==> config.mk <==
export PLATFORM = sky130hd
export DESIGN_NAME = alu_exec_unit
export DESIGN_NICKNAME = d
export VERILOG_FILES = /design/src/rtl/alu_exec_unit.sv
export SDC_FILE = /design/constraint.sdc
export NUM_CORES = 1
export LEC_CHECK = 0
export CAP_MARGIN = 20
export CORE_MARGIN = 8
export CORE_UTILIZATION = 35
export CTS_CLUSTER_SIZE = 10
export DETAILED_ROUTE_END_ITERATION = 8
export PLACE_DENSITY = 0.58
export SYNTH_ARGS = -nofsm -noshare
export SYNTH_HDL_FRONTEND = slang
export SYNTH_SLANG_ARGS = --single-unit
==> constraint.sdc <==
create_clock -name clk -period 0.8 [get_ports clk]
set_input_delay 0.12 -clock clk [delete_from_list [all_inputs] [get_ports clk]]
set_output_delay 0.12 -clock clk [all_outputs]
set_load 0.05 [all_outputs]
==> src/rtl/alu_exec_unit.sv <==
// RV32I execute-stage ALU: opcode/funct decode, 32-bit datapath and one output register stage.
// Define ALU_BRANCH_EN to build the branch comparator; otherwise Branch_Enable is tied low.
module alu_exec_unit (
    input  logic        clk,
    input  logic        rst_n,
    input  logic [31:0] A,
    input  logic [31:0] B,
    input  logic [3:0]  FuncCode,
    input  logic [6:0]  Opcode,
    output logic [31:0] ALUOut,
    output logic        Branch_Enable
);

    typedef enum logic [6:0] {
        OP_ZERO, OP_ADD, OP_SUB, OP_SLL, OP_SLT, OP_SLTU, OP_XOR, OP_SRL, OP_SRA,
        OP_OR, OP_AND, OP_PASSB,
        OP_BEQ, OP_BNE, OP_BLT, OP_BGE, OP_BLTU, OP_BGEU, OP_BNEVER
    } alu_op_e;

    localparam logic [6:0] OPC_RTYPE  = 7'b0110011;
    localparam logic [6:0] OPC_ITYPE  = 7'b0010011;
    localparam logic [6:0] OPC_LOAD   = 7'b0000011;
    localparam logic [6:0] OPC_STORE  = 7'b0100011;
    localparam logic [6:0] OPC_AUIPC  = 7'b0010111;
    localparam logic [6:0] OPC_JAL    = 7'b1101111;
    localparam logic [6:0] OPC_JALR   = 7'b1100111;
    localparam logic [6:0] OPC_LUI    = 7'b0110111;
    localparam logic [6:0] OPC_BRANCH = 7'b1100011;

    function automatic alu_op_e rtype_op(input logic [3:0] fc);
        case (fc)
            4'b0000: return OP_ADD;
            4'b1000: return OP_SUB;
            4'b0001: return OP_SLL;
            4'b0010: return OP_SLT;
            4'b0011: return OP_SLTU;
            4'b0100: return OP_XOR;
            4'b0101: return OP_SRL;
            4'b1101: return OP_SRA;
            4'b0110: return OP_OR;
            4'b0111: return OP_AND;
            default: return OP_ZERO;
        endcase
    endfunction

    alu_op_e     alu_op;
    logic [31:0] alu_result;

    // NOTE: every output of an always_comb gets a default first so no path can infer a latch.
    always_comb begin
        alu_op = OP_ZERO;
        case (Opcode)
            OPC_RTYPE: alu_op = rtype_op(FuncCode);
            // Immediate forms only honour funct7[5] for the shift-right pair.
            OPC_ITYPE: alu_op = (FuncCode[2:0] == 3'b101) ? rtype_op(FuncCode)
                                                          : rtype_op({1'b0, FuncCode[2:0]});
            OPC_LOAD, OPC_STORE, OPC_AUIPC, OPC_JAL, OPC_JALR: alu_op = OP_ADD;
            OPC_LUI:   alu_op = OP_PASSB;
            OPC_BRANCH: begin
                case (FuncCode[2:0])
                    3'b000:  alu_op = OP_BEQ;
                    3'b001:  alu_op = OP_BNE;
                    3'b100:  alu_op = OP_BLT;
                    3'b101:  alu_op = OP_BGE;
                    3'b110:  alu_op = OP_BLTU;
                    3'b111:  alu_op = OP_BGEU;
                    default: alu_op = OP_BNEVER;
                endcase
            end
            default:   alu_op = OP_ZERO;
        endcase
    end

    always_comb begin
        alu_result = '0;
        case (alu_op)
            OP_ADD:   alu_result = A + B;
            OP_SUB:   alu_result = A - B;
            OP_SLL:   alu_result = A << B[4:0];
            OP_SLT:   alu_result = {31'd0, $signed(A) < $signed(B)};
            OP_SLTU:  alu_result = {31'd0, A < B};
            OP_XOR:   alu_result = A ^ B;
            OP_SRL:   alu_result = A >> B[4:0];
            OP_SRA:   alu_result = $signed(A) >>> B[4:0];
            OP_OR:    alu_result = A | B;
            OP_AND:   alu_result = A & B;
            OP_PASSB: alu_result = B;
            OP_BEQ, OP_BNE, OP_BLT, OP_BGE, OP_BLTU, OP_BGEU, OP_BNEVER:
                      alu_result = A - B;
            default:  alu_result = '0;
        endcase
    end

    // NOTE: state registers use non-blocking assignments so every flop samples pre-edge values.
    always_ff @(posedge clk or negedge rst_n) begin
        if (!rst_n) ALUOut <= '0;
        else        ALUOut <= alu_result;
    end

`ifdef ALU_BRANCH_EN
    logic branch_taken;

    always_comb begin
        branch_taken = 1'b0;
        case (alu_op)
            OP_BEQ:  branch_taken = (A == B);
            OP_BNE:  branch_taken = (A != B);
            OP_BLT:  branch_taken = ($signed(A) <  $signed(B));
            OP_BGE:  branch_taken = ($signed(A) >= $signed(B));
            OP_BLTU: branch_taken = (A <  B);
            OP_BGEU: branch_taken = (A >= B);
            default: branch_taken = 1'b0;
        endcase
    end

    always_ff @(posedge clk or negedge rst_n) begin
        if (!rst_n) Branch_Enable <= 1'b0;
        else        Branch_Enable <= branch_taken;
    end
`else
    assign Branch_Enable = 1'b0;
`endif

endmodule

==> flow_metrics.env <==
export IMPL_die_w_um=188
export IMPL_fin_area_um2=20000
export IMPL_setup_viol=64
export IMPL_async_flop_share=1.00
export IMPL_yosysWarnings=0
export IMPL_drt_iter0_drc=1632
export IMPL_synth_seq_area_share=0.0775
export IMPL_place_area_um2=16100
export IMPL_violations="negative setup slack"
export IMPL_max_freq_mhz=398
export IMPL_crit_required_ns=0.97
export IMPL_vias_per_cell=5.99
export IMPL_cts_inserted_buffers=5
export IMPL_critical_path_arrival_ns=2.69
export IMPL_largest_register="ALUOut"
export IMPL_synth_top_area_frac=0.125
export IMPL_grtUsageTotal=0.330
export IMPL_nNetsFinal=2364
export IMPL_drc_errors=0
export IMPL_netlist_area_um2=10300
export IMPL_hold_viol_final=0
export IMPL_grt_overflow=0
export IMPL_portBuffers=108
export IMPL_grt_use_met2=0.532
export IMPL_routed_wl_um=62800
export IMPL_die_area_um2=35300
export IMPL_dr_pass1_iters=7
export IMPL_cts_num_sinks=32
export IMPL_p_switching_uw=8020
export IMPL_final_layout_size_suffix_gt1_frac=0.552
export IMPL_grt_pass1_wl_um=91200
export IMPL_slowest_delay_ns=0.37
export IMPL_worstSetupPathType="input port to flip-flop"
export IMPL_syn_avg_cell_area_um2=6.92
export IMPL_ys_flop_type="dfrtp_1"
export IMPL_fin_crit_sh=3.14
export IMPL_most_common_layout_cells="buf_4 (589), nor2_1 (181), nand2_1 (123)"
export IMPL_ir_drop_mv=0.656
export IMPL_cts_buffer_depth=2
export IMPL_nFillCells=2421
export IMPL_core_area_um2=29300
export IMPL_synthDistinctLibCells=99
export IMPL_finalPower_uw=17900
export IMPL_preCtsSetupSlack_ns=-2.62
export IMPL_antenna_left=0
export IMPL_reg_top3="ALUOut (32)"
export IMPL_period_minus_slack_ns=2.52
export IMPL_tightest_slew_ns=0.909
export IMPL_hold_class="input port to async pin"
export IMPL_netSwitchingFraction=0.448
export IMPL_slew_headroom=0.394
export IMPL_maxSlewViolCount=0
export IMPL_clk_pin_slew_worst_paths_ns=0.06
export IMPL_grt_start_max_net_pins=96
export IMPL_grt_pass1_vias=15249
export IMPL_slowest_stage="fa_2"
export IMPL_yosys_top_cells_area="ha_1 (12%), dfrtp_1 (7.8%), a21oi_1 (7.6%)"
export IMPL_maxCapViolCount=0
export IMPL_rsz0062_at_grt="yes"
export IMPL_final_util=0.681
export IMPL_tritoncts="yes"
export IMPL_boundaryPins=110
export IMPL_critPathMaxFanout=4
export IMPL_seqPwrFrac=0.110
export IMPL_antenna_found_initial=0
export IMPL_dpl_hpwl_um=45600
export IMPL_cp_end_kind="flip-flop"
export IMPL_area_growth_pct=93.4
export IMPL_outcome="finished with violations"
export IMPL_setup_ws_ns=-1.72
export IMPL_synthCells=1492
export IMPL_largest_reg_flops=32
export IMPL_comb_power_share=0.748
export IMPL_clkPwrFrac=0.142
export IMPL_synth_edf_count=0
export IMPL_synth_top_area_cell="ha_1"
export IMPL_worstPathCellList="buf_12, inv_8, ha_4, inv_2, fa_2, nand2b_4, a221oi_4, nor3b_4, o21ai_2, o211ai_1, buf_4, a31o_4, a31o_4, buf_6, and2_4, o2bb2ai_2, o211ai_1"
export IMPL_wl_per_cell_um=24.4
export IMPL_startpoint_type="input port"
export IMPL_grt_util_met1=0.390
export IMPL_power_internal_uw=9870
export IMPL_final_common_cell="buf_4"
export IMPL_fin_setup_tns_ns=-56.68
export IMPL_cts_root_buf="clkbuf_16"
export IMPL_std_cell_rows=63
export IMPL_power_density_nw_per_um2=896
export IMPL_initial_utilization=0.352
export IMPL_gp_congestion=1.05
export IMPL_grt_use_met3=0.0466
export IMPL_synth_seq_cells=32
export IMPL_gr_max_usage_layer="met2"
export IMPL_vias=15424
export IMPL_die_y_um=188
export IMPL_ctsHtreeMaxLevel=2
export IMPL_synth_nets=1674
export IMPL_p_leak_uw=0.00899
cell families (layout without fill, tap and decap cells):
logic type / after synthesis / after routing / share of synthesized area
adder cells (fa/ha/maj): 105 / 105 / 0.129
multiplexers: 100 / 100 / 0.123
AND/OR/NAND/NOR: 474 / 474 / 0.207
AO/OA/AOI/OAI: 565 / 565 / 0.371
buffers and inverters: 211 / 902 / 0.0893
other: 1 / 2 / 0.000363
XOR/XNOR: 4 / 4 / 0.00339
flip-flops: 32 / 32 / 0.0775
final timing paths:
kind | startpoint | endpoint | slack (ns) | cells past startpoint
worst min-delay path | rst_n | ALUOut[4] | 0.18 | 2
max in group asynchronous | rst_n | ALUOut[30] | 0.19 | 3
worst max-delay path | A[0] | ALUOut[30] | -1.72 | 17
min in group clk | B[16] | ALUOut[16] | 0.40 | 6
through the flow:
step           cells  hold WS (ns)
2_1_floorplan   1492        -0.176
3_3_place_gp    2412       -0.0556
3_5_place_dp    2412       -0.0520
4_1_cts         2523         0.171
5_1_grt         2573         0.193
6_report        2574         0.181
worst max-delay path: cells and delay by family:
family	cells	cell delay (ns)
AO/OA/AOI/OAI	7	1.17
adder cells (fa/ha/maj)	2	0.49
AND/OR/NAND/NOR	3	0.40
buffers and inverters	5	0.49
routing by layer:
layer / part of all wire / up-vias
met5: 0 / -
met4: 0.093 / 0
met3: 0.075 / 255
met2: 0.45 / 881
met1: 0.38 / 7351
li1: - / 6937
timing repair:
item	in CTS	in global routing
cloned	6	4
buffers inserted	100	57
hold buffers	1	0
endpoints found under the hold margin	32	0
resized for setup	479	257
endpoints found under the setup margin	64	64
pin swaps	134	140
synthesized netlist by cell type (18+ instances only):
master / instances
o211ai_1: 21
o21ai_0: 91
nor3_1: 21
dfrtp_1: 32
mux2i_1: 63
nor2_1: 195
clkbuf_1: 47
o21bai_1: 18
o22ai_1: 39
a211oi_1: 36
nand2_1: 146
ha_1: 103
inv_1: 95
mux4_2: 20
a21oi_1: 157
nand3_1: 26
buf_2: 44
area by class of cell:
type	count	area, um^2	share of cell area
timing repair buffer	798	7250	0.363
tap	390	488	0.0244
clock buffer	7	153	0.00764
inverter	96	415	0.0208
clock inverter	1	30.0	0.00150
antenna	1	2.50	0.000125
sequential	32	802	0.0402
multi-input combinational	1249	10800	0.543
power groups by stage:
stage | Combinational, uW | Clock, uW | Sequential, uW
finish | 13400 | 2550 | 1970
detailed placement | 10600 | 0 | 1990
global placement | 10500 | 0 | 1990
CTS | 12000 | 2560 | 1960
global route | 14000 | 2610 | 1980
floorplan | 4470 | 0 | 2500
Note: power is estimated with default switching activity, not from simulation.
